===== src/rtl/alu_issue_stage.sv =====
// alu_issue_stage: single-entry issue register between RV32I decode and the ALU.
// It decodes the integer register-register, register-immediate, LUI and AUIPC
// instructions into an ALU operation plus two operands, and holds the result
// until the ALU/writeback side accepts it.
//
// Ports
//   clk_i, rst_i                 clock; synchronous active-high reset
//   in_valid_i / in_ready_o      upstream handshake (in_ready_o is combinational)
//   instr_i, pc_i                instruction word and its address
//   rs1_data_i, rs2_data_i       register-file read values for instr_i
//   flush_i                      drop the held packet and any incoming one
//   out_valid_o / out_ready_i    downstream handshake
//   alu_op_o, val1_o, val2_o     ALU operation and operands
//   rd_addr_o, rd_we_o           destination register and write enable
//   illegal_o                    packet carries an unsupported encoding
module alu_issue_stage #(
  parameter int unsigned XLEN = 32
) (
  input  logic            clk_i,
  input  logic            rst_i,
  input  logic            in_valid_i,
  output logic            in_ready_o,
  input  logic [31:0]     instr_i,
  input  logic [XLEN-1:0] pc_i,
  input  logic [XLEN-1:0] rs1_data_i,
  input  logic [XLEN-1:0] rs2_data_i,
  input  logic            flush_i,
  output logic            out_valid_o,
  input  logic            out_ready_i,
  output logic [3:0]      alu_op_o,
  output logic [XLEN-1:0] val1_o,
  output logic [XLEN-1:0] val2_o,
  output logic [4:0]      rd_addr_o,
  output logic            rd_we_o,
  output logic            illegal_o
);

  typedef enum logic [3:0] {
    AluAdd  = 4'b0000,
    AluSub  = 4'b0001,
    AluAnd  = 4'b0010,
    AluOr   = 4'b0011,
    AluXor  = 4'b0100,
    AluSll  = 4'b0101,
    AluSrl  = 4'b0110,
    AluSra  = 4'b0111,
    AluSlt  = 4'b1000,
    AluSltu = 4'b1001
  } alu_op_e;

  localparam logic [6:0] OpcOp    = 7'b0110011;
  localparam logic [6:0] OpcOpImm = 7'b0010011;
  localparam logic [6:0] OpcLui   = 7'b0110111;
  localparam logic [6:0] OpcAuipc = 7'b0010111;
  localparam logic [6:0] F7Zero   = 7'b0000000;
  localparam logic [6:0] F7Alt    = 7'b0100000;

  logic [6:0] opcode;
  logic [2:0] funct3;
  logic [6:0] funct7;
  logic [4:0] rd;

  assign opcode = instr_i[6:0];
  assign funct3 = instr_i[14:12];
  assign funct7 = instr_i[31:25];
  assign rd     = instr_i[11:7];

  alu_op_e         dec_op;
  logic [XLEN-1:0] dec_v1;
  logic [XLEN-1:0] dec_v2;
  logic            dec_ill;

  // Decode purely from the current inputs; the result is frozen at capture.
  always_comb begin
    dec_op  = AluAdd;
    dec_v1  = rs1_data_i;
    dec_v2  = '0;
    dec_ill = 1'b0;
    unique case (opcode)
      OpcOp: begin
        dec_v2 = rs2_data_i;
        if (funct7 == F7Zero) begin
          case (funct3)
            3'b000:  dec_op = AluAdd;
            3'b001:  dec_op = AluSll;
            3'b010:  dec_op = AluSlt;
            3'b011:  dec_op = AluSltu;
            3'b100:  dec_op = AluXor;
            3'b101:  dec_op = AluSrl;
            3'b110:  dec_op = AluOr;
            default: dec_op = AluAnd;
          endcase
        end else if (funct7 == F7Alt && funct3 == 3'b000) begin
          dec_op = AluSub;
        end else if (funct7 == F7Alt && funct3 == 3'b101) begin
          dec_op = AluSra;
        end else begin
          dec_ill = 1'b1;
        end
      end
      OpcOpImm: begin
        dec_v2 = {{(XLEN-12){instr_i[31]}}, instr_i[31:20]};
        case (funct3)
          3'b000: dec_op = AluAdd;
          3'b010: dec_op = AluSlt;
          3'b011: dec_op = AluSltu;
          3'b100: dec_op = AluXor;
          3'b110: dec_op = AluOr;
          3'b111: dec_op = AluAnd;
          3'b001: begin
            dec_op  = AluSll;
            dec_v2  = {{(XLEN-5){1'b0}}, instr_i[24:20]};
            dec_ill = (funct7 != F7Zero);
          end
          default: begin
            dec_v2 = {{(XLEN-5){1'b0}}, instr_i[24:20]};
            if (funct7 == F7Zero) begin
              dec_op = AluSrl;
            end else if (funct7 == F7Alt) begin
              dec_op = AluSra;
            end else begin
              dec_ill = 1'b1;
            end
          end
        endcase
      end
      OpcLui: begin
        dec_v1 = '0;
        dec_v2 = {instr_i[31:12], 12'b0};
      end
      OpcAuipc: begin
        dec_v1 = pc_i;
        dec_v2 = {instr_i[31:12], 12'b0};
      end
      default: dec_ill = 1'b1;
    endcase
    // Illegal packets carry a neutral payload so the ALU never sees stale data.
    if (dec_ill) begin
      dec_op = AluAdd;
      dec_v1 = '0;
      dec_v2 = '0;
    end
  end

  logic            valid_q, valid_d;
  logic [3:0]      op_q, op_d;
  logic [XLEN-1:0] v1_q, v1_d;
  logic [XLEN-1:0] v2_q, v2_d;
  logic [4:0]      rd_q, rd_d;
  logic            we_q, we_d;
  logic            ill_q, ill_d;
  logic            capture;

  assign in_ready_o = !valid_q || out_ready_i;
  assign capture    = in_valid_i && in_ready_o && !flush_i;

  always_comb begin
    valid_d = valid_q;
    op_d    = op_q;
    v1_d    = v1_q;
    v2_d    = v2_q;
    rd_d    = rd_q;
    we_d    = we_q;
    ill_d   = ill_q;
    if (flush_i) begin
      valid_d = 1'b0;
    end else if (capture) begin
      valid_d = 1'b1;
      op_d    = dec_op;
      v1_d    = dec_v1;
      v2_d    = dec_v2;
      rd_d    = rd;
      we_d    = !dec_ill && (rd != 5'd0);
      ill_d   = dec_ill;
    end else if (out_ready_i) begin
      valid_d = 1'b0;
    end
  end

  always_ff @(posedge clk_i) begin
    if (rst_i) begin
      valid_q <= 1'b0;
      op_q    <= 4'b0000;
      v1_q    <= '0;
      v2_q    <= '0;
      rd_q    <= 5'd0;
      we_q    <= 1'b0;
      ill_q   <= 1'b0;
    end else begin
      valid_q <= valid_d;
      op_q    <= op_d;
      v1_q    <= v1_d;
      v2_q    <= v2_d;
      rd_q    <= rd_d;
      we_q    <= we_d;
      ill_q   <= ill_d;
    end
  end

  assign out_valid_o = valid_q;
  assign alu_op_o    = op_q;
  assign val1_o      = v1_q;
  assign val2_o      = v2_q;
  assign rd_addr_o   = rd_q;
  assign rd_we_o     = we_q;
  assign illegal_o   = ill_q;

endmodule


===== config.mk =====
export PLATFORM = sky130hd
export DESIGN_NAME = alu_issue_stage
export DESIGN_NICKNAME = d
export VERILOG_FILES = /design/src/rtl/alu_issue_stage.sv
export SDC_FILE = /design/constraint.sdc
export NUM_CORES = 1
export LEC_CHECK = 0
export CAP_MARGIN = 20
export CORE_MARGIN = 5
export CORE_UTILIZATION = 35
export DETAILED_ROUTE_END_ITERATION = 8
export PLACE_DENSITY = 0.7
export SETUP_SLACK_MARGIN = 0.4
export SYNTH_ARGS = -nofsm -noshare
export SYNTH_HDL_FRONTEND = slang
export SYNTH_SLANG_ARGS = --single-unit
export TNS_END_PERCENT = 5

===== constraint.sdc =====
create_clock -name clk_i -period 5.25 [get_ports clk_i]
set_input_delay 1.575 -clock clk_i [delete_from_list [all_inputs] [get_ports clk_i]]
set_output_delay 1.575 -clock clk_i [all_outputs]
set_load 0.02 [all_outputs]

==> reports/metrics.cfg, run 1 <==
[cts]
hold_buffers = 0
cts.sinks = 76
clk_pin_slew_worst_paths_ps = 60
postCtsSetupBuffers = 0
cts-htree-levels = 3
cts_tree = done
numCtsBuffers = 9
insertion_delay_ps = 320
cts_root_buffer = clkbuf_16
cts_resized = 0
cts_buffer_depth = 2

[pwr]
power.leakage_nw = 2.311
peakVddDrop_v = 0.0002114
power_density_nw_per_um2 = 225.5

[grt]
grt_max_degree = 45
grt_pass1_vias = 4294
grt-ovfl-total = 0
antenna_found_initial = 0
grt_pass1_wl_um = 21470
grt.met2_usage_pct = 34.13
met3_usage_pct = 6.373
met1_usage_pct = 23.95
grt.total_usage_pct = 19.83
grt-busiest-layer = met2

[critical_path]
crit_type = primary input to primary output
worstPathRequired_ps = 3680
worstPathMaxFanout = 3
ff2ff_setup_slack_ps = 3040
worstSetupEndpointType = primary output
critPathLaunchType = primary input
worstPathArrival_ps = 2840

[final_layout]
diodes = 0
syn_to_final_growth_pct = 61.67
fillCellCount = 1027
multi_input_area_um2 = 2220
regArea_um2 = 1521
fin_nets = 791
drive_gt1_share_pct = 13.57

[sta]
maxSlewHeadroom_pct = 33.35
clock_skew_ps = 5.121
tns_ps = 0
setup_viol = 0
rsz0062_at_grt = false
finalMaxSlewViolations = 0
fmax_mhz = 226.6
final_hold_viol_count = 0
min_period_over_period_pct = 84.07
tightest_slew_ps = 996.7
holdWs_ps = 447.2
finalCriticalPeriod_ps = 4413

[detailed_routing]
postRouteAntennaNets = 0
wl_per_cell_um = 16.94
firstDrtPassIters = 4
via_per_inst = 5.116
num_vias = 4108
drt_iter0_drc = 223
wl_um = 13600
drc = 0

[synth]
synth_edf_count = 0
ys_ff_latch = 76
synth_area_um2 = 3950
synth-async-reset-ratio_pct = 0
syn_area_per_cell_um2 = 8.422
synth.yosys.seq_area_share_pct = 38.52
yosys_warnings = 0
syn-num-nets = 602
synthFlopType = dfxtp_1
synth_cell_types = 42
syn-instance-count = 469

[run]
drv_cap = 0

[hold_path]
hold_class = register to register

[placement]
place.port_buffers = 209
dp_hpwl_um = 9974
gp_congestion = 0.8157

[die]
io_pins = 210
initial_utilization_pct = 36.12
die_x_um = 116.2
die_area_um2 = 13510
fp.dieH_um = 116.2
row_count = 38
coreArea_um2 = 10940

[run_status]
status = finished, final reports clean

[state kept, by name (all words and copies together), names as in the netlist]
signal	count
out_valid_o	1
alu_op_o	4
rd_we_o	1
rd_addr_o	5
val2_o	32
val1_o	32
illegal_o	1
[power breakdown]
part	total [mW]	switching, mW	internal, mW
sequential	0.582	0.00162	0.580
clock	0.634	0.239	0.395
combinational	0.225	0.0943	0.130
[cells in the mapped netlist, types with 2 or more instances]
master / number / area [µm²]
nor3_1: 3 / 15.01
nor2_1: 40 / 150.1
a32oi_1: 32 / 280.3
nand3_1: 2 / 10.01
nor2b_1: 37 / 231.5
o21ai_2: 21 / 183.9
o21ai_0: 27 / 135.1
mux2_2: 32 / 360.4
o211ai_1: 2 / 15.01
clkbuf_1: 26 / 97.59
dfxtp_1: 76 / 1521
buf_6: 6 / 67.56
buf_2: 7 / 35.03
nand2_1: 89 / 334.1
nand3_4: 2 / 35.03
inv_1: 2 / 7.510
mux2i_1: 5 / 50.05
a21oi_1: 18 / 90.09
o21ai_1: 9 / 45.04
and3_1: 6 / 37.54
nand3b_1: 3 / 22.52
nand2b_1: 4 / 25.02
[cells by family after synthesis]
| group | count (synthesis) | share of synthesized area, % |
|---|---|---|
| XOR/XNOR | 1 | 0.2218 |
| AND/OR/NAND/NOR | 195 | 24.17 |
| flip-flops | 76 | 38.52 |
| buffers and inverters | 42 | 5.353 |
| multiplexers | 37 | 10.39 |
| AO/OA/AOI/OAI | 118 | 21.35 |
[cell usage in the layout (no fill, tap or decap), types with 2 or more instances in the layout]
cell	instances
clkbuf_8	2
nand2b_1	4
o21ai_2	21
o21ai_1	9
nand2_1	89
nand3_1	2
nand3_4	2
a21oi_1	18
dfxtp_1	76
nand3b_1	3
mux2_2	32
and3_1	6
mux2i_1	5
o211ai_1	2
o21ai_0	27
clkbuf_16	9
inv_1	2
buf_4	8
nor2_1	39
a32oi_1	32
clkinvlp_4	2
nor3_1	3
nor2b_1	37
clkdlybuf4s50_1	208
[metal layers]
metal / wire, µm / up-vias / part of all wire (%)
li1: - / 2022 / -
met1: 5547 / 1886 / 41
met2: 6532 / 188 / 48
met3: 1318 / 12 / 9.7
met4: 201 / 0 / 1.5
met5: 0 / - / 0
[worst paths after layout]
| check | start | endpoint | cells past startpoint |
|---|---|---|---|
| setup / recovery | out_ready_i | in_ready_o | 4 |
| hold / removal | val2_o[21] | val2_o[21] | 2 |
| setup reg to reg | out_valid_o | val2_o[15] | 7 |
| hold reg to reg | val2_o[21] | val2_o[21] | 2 |
[worst max-delay path, stage by stage]
cell and delay, ps:
clkdlybuf4s50_1 410, nor2b_1 220, inv_1 90, clkdlybuf4s50_1 540
[final cells by class]
cell class	count	share of cell area, %
Tap cell	140	2.743
Clock inverter	5	0.9208
Inverter	3	0.1763
Timing Repair Buffer	217	33.62
Sequential cell	76	23.82
Clock buffer	11	3.958
Multi-Input combinational cell	351	34.76
[per-stage QoR]
stage	instance area [µm²]	util, %	instances	power (mW)	setup slack, ps
final	6386	58.40	803	1.440	836.5
after global routing	6386	58.40	803	1.501	788.8
after CTS	6386	58.40	803	1.460	835.3
after detailed placement	6075	55.55	787	0.8185	841.0
after global placement	6075	55.55	787	0.8170	868.7
after floorplan	3950	-	469	0.6865	1766
(Power assumes the default switching activity.)
==> run 2, diff against run 1 <==
==> constraint.sdc (replaced) <==
create_clock -name clk_i -period 4.5 [get_ports clk_i]
set_input_delay 1.35 -clock clk_i [delete_from_list [all_inputs] [get_ports clk_i]]
set_output_delay 1.35 -clock clk_i [all_outputs]
set_load 0.02 [all_outputs]
==> run 2 against run 1 <==
Compared with the run above: via count decreased by 0.88%; hold slack got worse by 5.1 ps; cell count increased by 0.25%; cell area increased by 0.65%; critical endpoint unchanged; clock power increased by 28%.
==> reports/metrics.cfg, run 2 (synthesized netlist as in run 1, its figures left out) <==
[detailed_routing]
drt_iter0_drc = 276  ; +24%
drc = 0  ; unchanged
wl_per_cell_um = 16.83  ; -0.59%
num_vias = 4072  ; -0.88%
wl_um = 13550  ; -0.35%
via_per_inst = 5.058  ; -1.1%
firstDrtPassIters = 4  ; unchanged
postRouteAntennaNets = 0  ; unchanged

[final_layout]
fin_nets = 793  ; +0.25%
syn_to_final_growth_pct = 62.72
mostFrequentLayoutCells = 208 x clkdlybuf4s50_1, 89 x nand2_1, 76 x dfxtp_1
fillCellCount = 1013  ; -1.4%
multi_input_area_um2 = 2220  ; unchanged
diodes = 0  ; unchanged
regArea_um2 = 1521  ; unchanged
fin_util_pct = 58.78  ; +0.38 points
drive_gt1_share_pct = 13.68  ; +0.11 points
mostFrequentLayoutCell = clkdlybuf4s50_1

[cts]
postCtsSetupBuffers = 0  ; unchanged
cts_buffer_depth = 2  ; unchanged
cts_resized = 0  ; unchanged
cts-htree-levels = 3  ; unchanged
cts_root_buffer = clkbuf_16
cts.sinks = 76  ; unchanged
hold_buffers = 0  ; unchanged
numCtsBuffers = 9  ; unchanged
insertion_delay_ps = 330  ; about the same
clk_pin_slew_worst_paths_ps = 50  ; about the same
cts_tree = done

[critical_path]
r2r-start = out_valid_o
worstPathArrival_ps = 2600  ; -240 ps
critPathLaunchType = primary input
worstSetupEndpointType = primary output
crit_type = primary input to primary output
crit_chain = clkdlybuf4s50_1 > nor2b_1 > inv_1 > clkdlybuf4s50_1
critPathMaxStageDelay_ps = 540  ; about the same
worstPathRequired_ps = 3150  ; -530 ps
crit_top_cell = clkdlybuf4s50_1
cp_slowest_cell = clkdlybuf4s50_1
worstPathMaxFanout = 3  ; unchanged
critPathLaunch = out_ready_i

[die]
io_pins = 210  ; unchanged
coreArea_um2 = 10940  ; unchanged
fp.dieH_um = 116.2  ; unchanged
die_x_um = 116.2  ; unchanged
initial_utilization_pct = 36.12  ; unchanged
die_area_um2 = 13510  ; unchanged
row_count = 38  ; unchanged

[grt]
antenna_found_initial = 0  ; unchanged
grt.total_usage_pct = 19.62  ; -0.21 points
grt_max_degree = 44  ; -2.2%
grt-ovfl-total = 0  ; unchanged
grt_pass1_wl_um = 21000  ; -2.2%
grt_pass1_vias = 4183  ; -2.6%

[sta]
maxSlewHeadroom_pct = 57.82  ; +24 points
setup_viol = 0  ; unchanged
min_period_over_period_pct = 87.74
clock_skew_ps = 6.997  ; +1.877 ps
finalCriticalPeriod_ps = 3948
rsz0062_at_grt = false
fmax_mhz = 253.3
finalMaxSlewViolations = 0  ; unchanged
tightest_slew_ps = 631.9  ; -364.7 ps
worst_slack_ps = 551.5  ; -285.0 ps
tns_ps = 0  ; unchanged
holdWs_ps = 442.1  ; -5.070 ps
final_hold_viol_count = 0  ; unchanged

[placement]
place.port_buffers = 209  ; unchanged
gp_congestion = 0.8401  ; +3.0%
post-place-ws_ps = 548.4  ; -292.5 ps
dp_hpwl_um = 9898  ; -0.76%

[pwr]
power.leakage_nw = 2.334  ; +1.0%
peakVddDrop_v = 0.0001882  ; -11%
power_density_nw_per_um2 = 272.7  ; +21%
power.total_mw = 1.753  ; +22%

[hold_path]
hold_path.startpoint = val2_o[29]
hold_class = register to register

[run_status]
status = finished, final reports clean

[run]
drv_cap = 0  ; unchanged

-- run 2: report_power, final --
part	switching [mW]	internal [mW]	total [mW]
registers	0.00190	0.677	0.679
logic	0.110	0.152	0.263
clock network	0.280	0.532	0.811
total	0.392	1.36	1.75
-- run 2: layer usage --
layer | vias to the layer above | share of wire (%) | routed length (µm) | GRT usage (%)
li1 | 2025 | - | - | -
met1 | 1843 | 41 | 5594 | 24.17
met2 | 178 | 47 | 6313 | 32.23
met3 | 26 | 9.6 | 1302 | 5.803
met4 | 0 | 2.5 | 341 | 7.734
met5 | - | 0 | 0 | 0
-- run 2: critical path, delay by kind of cell --
family,cells,cell delay [ps]
AND/OR/NAND/NOR,1,210
buffers and inverters,3,1030
-- run 2: final timing paths --
kind	endpoint	slack [ps]	depth (start not counted)
setup / recovery	in_ready_o	550	4
hold / removal	val2_o[29]	440	2
setup reg to reg	val2_o[4]	2470	7
hold reg to reg	val2_o[29]	440	2
-- run 2: final cells by class --
cell class	instances	area share, %
Clock buffer	13	4.205
Clock inverter	3	1.051
Inverter	3	0.1752
Multi-Input combinational cell	351	34.53
Sequential cell	76	23.67
Tap cell	140	2.725
Timing Repair Buffer	219	33.64
-- run 2: stage by stage --
step	area, µm²	std cells
floorplan	3950	469
global placement	6090	789
detailed placement	6090	789
CTS	6427	805
global route	6427	805
finish	6427	805
==> run 3, diff against run 2 <==
--- a/config.mk
+++ b/config.mk
@@ -6,10 +6,10 @@
 export NUM_CORES = 1
 export LEC_CHECK = 0
 export CAP_MARGIN = 20
-export CORE_MARGIN = 5
-export CORE_UTILIZATION = 35
+export CORE_MARGIN = 2
+export CORE_UTILIZATION = 40
 export DETAILED_ROUTE_END_ITERATION = 8
-export PLACE_DENSITY = 0.7
+export PLACE_DENSITY = 0.79
 export SETUP_SLACK_MARGIN = 0.4
 export SYNTH_ARGS = -nofsm -noshare
 export SYNTH_HDL_FRONTEND = slang
==> constraint.sdc (replaced) <==
create_clock -name clk_i -period 4.5 [get_ports clk_i]
set_input_delay 1.35 -clock clk_i [delete_from_list [all_inputs] [get_ports clk_i]]
set_output_delay 1.35 -clock clk_i [all_outputs]
set_load 0.05 [all_outputs]
==> run 3 against run 2 <==
Compared with the run above: flip-flop and latch count did not move; core utilization rose by 6.3 points; hold slack improved by 6.6 ps; clock skew rose by 1.5 ps; global-route usage rose by 3.2 points; clock power fell by 23%; largest power group is now sequential cells.
==> reports/metrics.cfg, run 3 (synthesized netlist as in run 1, its figures left out) <==
[run_status]
status = finished, final reports clean

[die]
row_count = 36  ; -5.3%
fp.dieH_um = 103.4  ; -11%
io_pins = 210  ; unchanged
initial_utilization_pct = 40.79  ; +4.7 points
coreArea_um2 = 9684  ; -11%
die_x_um = 103.4  ; -11%
die_area_um2 = 10690  ; -21%

[grt]
antenna_found_initial = 1  ; +1
grt.total_usage_pct = 22.87  ; +3.2 points
grt-ovfl-total = 0  ; unchanged
grt_pass1_vias = 3945  ; -5.7%
grt_pass1_wl_um = 19190  ; -8.6%
grt_max_degree = 46  ; +4.5%

[sta]
final_hold_viol_count = 0  ; unchanged
tns_ps = 0  ; unchanged
worst_slack_ps = 664.9  ; +113.4 ps
tightest_slew_ps = 807.5  ; +175.5 ps
rsz0062_at_grt = false
finalMaxSlewViolations = 0  ; unchanged
maxSlewHeadroom_pct = 46.17  ; -12 points
min_period_over_period_pct = 85.22  ; -2.5 points
finalCriticalPeriod_ps = 3835  ; -113.4 ps
holdWs_ps = 448.7  ; +6.613 ps
clock_skew_ps = 8.540  ; +1.543 ps
setup_viol = 0  ; unchanged
fmax_mhz = 260.8  ; +3.0%

[detailed_routing]
wl_met1_um = 5212  ; -6.8%
postRouteAntennaNets = 0  ; unchanged
drt_iter0_drc = 129  ; -53%
drc = 0  ; unchanged
firstDrtPassIters = 5  ; +1
via_per_inst = 5.225  ; +3.3%
wl_met2_um = 6066  ; -3.9%
maxUsedRoutingLayer = met5
wl_per_cell_um = 15.92  ; -5.4%
num_vias = 4159  ; +2.1%
wl_um = 12670  ; -6.5%
dr_wl_met3_um = 1104  ; -15%

[hold_path]
hold_depth = 2  ; unchanged
min_to = val2_o[25]
hold_path.startpoint = val2_o[25]
hold_class = register to register

[pwr]
power.leakage_nw = 2.288  ; -2.0%
peakVddDrop_v = 0.0001332  ; -29%
power_density_nw_per_um2 = 249.1  ; -8.7%

[critical_path]
r2r-start = out_valid_o
worstSetupEndpointType = primary output
r2r_end = val2_o[15]
worstPathArrival_ps = 2490  ; -110 ps
ff2ff_setup_slack_ps = 2490  ; +20 ps
critPathLaunchType = primary input
reg2reg_depth = 7  ; unchanged
worstPathRequired_ps = 3150  ; about the same
crit_type = primary input to primary output
worstPathMaxFanout = 3  ; unchanged

[final_layout]
drive_gt1_share_pct = 13.73  ; +0.041 points
syn_to_final_growth_pct = 59.61
stdcell_count = 796  ; -1.1%
mostFrequentLayoutCells = 206 x clkdlybuf4s50_1, 89 x nand2_1, 76 x dfxtp_1
fin_nets = 792  ; -0.13%
mostFrequentLayoutCell = clkdlybuf4s50_1
design_area_um2 = 6305  ; -1.9%
diodes = 0  ; unchanged

[cts]
postCtsSetupBuffers = 0  ; unchanged
cts_buffer_depth = 2  ; unchanged
insertion_delay_ps = 340  ; about the same
hold_buffers = 0  ; unchanged
cts-htree-levels = 3  ; unchanged
clk_pin_slew_worst_paths_ps = 80  ; +30 ps
cts.sinks = 76  ; unchanged
cts_root_buffer = clkbuf_8
cts_tree = done
numCtsBuffers = 9  ; unchanged

[placement]
place.port_buffers = 209  ; unchanged
dpl_cell_area_um2 = 6068  ; -0.35%
gp_congestion = 0.8191  ; -2.5%
place_inst = 781  ; -1.0%
dp_hpwl_um = 9196  ; -7.1%
post-place-ws_ps = 377.0  ; -171.4 ps

[run]
drv_cap = 0  ; unchanged

==> run 3: cell types whose count changed in the layout (fill, tap and decap cells not counted), moves of 2 or more <==
| cell | change |
|---|---|
| clkbuf_16 | -9 |
| clkbuf_8 | +7 |
| clkinv_2 | +2 |
| clkdlybuf4s50_1 | -2 |
==> run 3: worst max-delay path by stage <==
stage / slack [ps] / from / end
global placement: 410 / out_ready_i / in_ready_o
detailed placement: 380 / out_ready_i / in_ready_o
global route: 540 / out_ready_i / in_ready_o
floorplan: 1360 / out_ready_i / in_ready_o
CTS: 660 / out_ready_i / in_ready_o
finish: 660 / out_ready_i / in_ready_o
==> run 3: power breakdown <==
group	switching [mW]	internal [mW]	leakage (nW)
logic	0.119	0.151	1.55
clock network	0.245	0.379	0.122
registers	0.00192	0.676	0.613
==> run 3: layer usage <==
metal	GRT usage, %	vias up
met5	0	-
met4	8.704	2
met3	6.317	23
met2	39.75	187
met1	26.76	1930
li1	-	2017
==> run 3: layout make-up <==
type,count,area [µm²]
fill,821,3379
clock buffer,10,137.6
timing repair buffer,218,2148
sequential,76,1521
multi-input combinational,351,2220
inverter,3,11.26
clock inverter,5,100.1
tap,133,166.4
==> run 3: critical path: stages <==
cell             delay (ps)
clkdlybuf4s50_1         400
nor2b_1                 220
inv_1                    90
dlygate4sd2_1           430
==> run 3: timing repair <==
action / 4_1_cts / 5_1_grt
endpoints found under the hold margin: 0 / 0
setup endpoints to repair: 1 / 0
resized for setup: 1 / 0
==> run 3: metrics by stage <==
| stage | utilization [%] | total power [mW] |
|---|---|---|
| 6_report | 65.10 | 1.571 |
| 5_1_grt | 65.10 | 1.627 |
| 4_1_cts | 65.10 | 1.585 |
| 3_5_place_dp | 62.66 | 0.9617 |
| 3_3_place_gp | 62.66 | 0.9582 |
| 2_1_floorplan | - | 0.8107 |
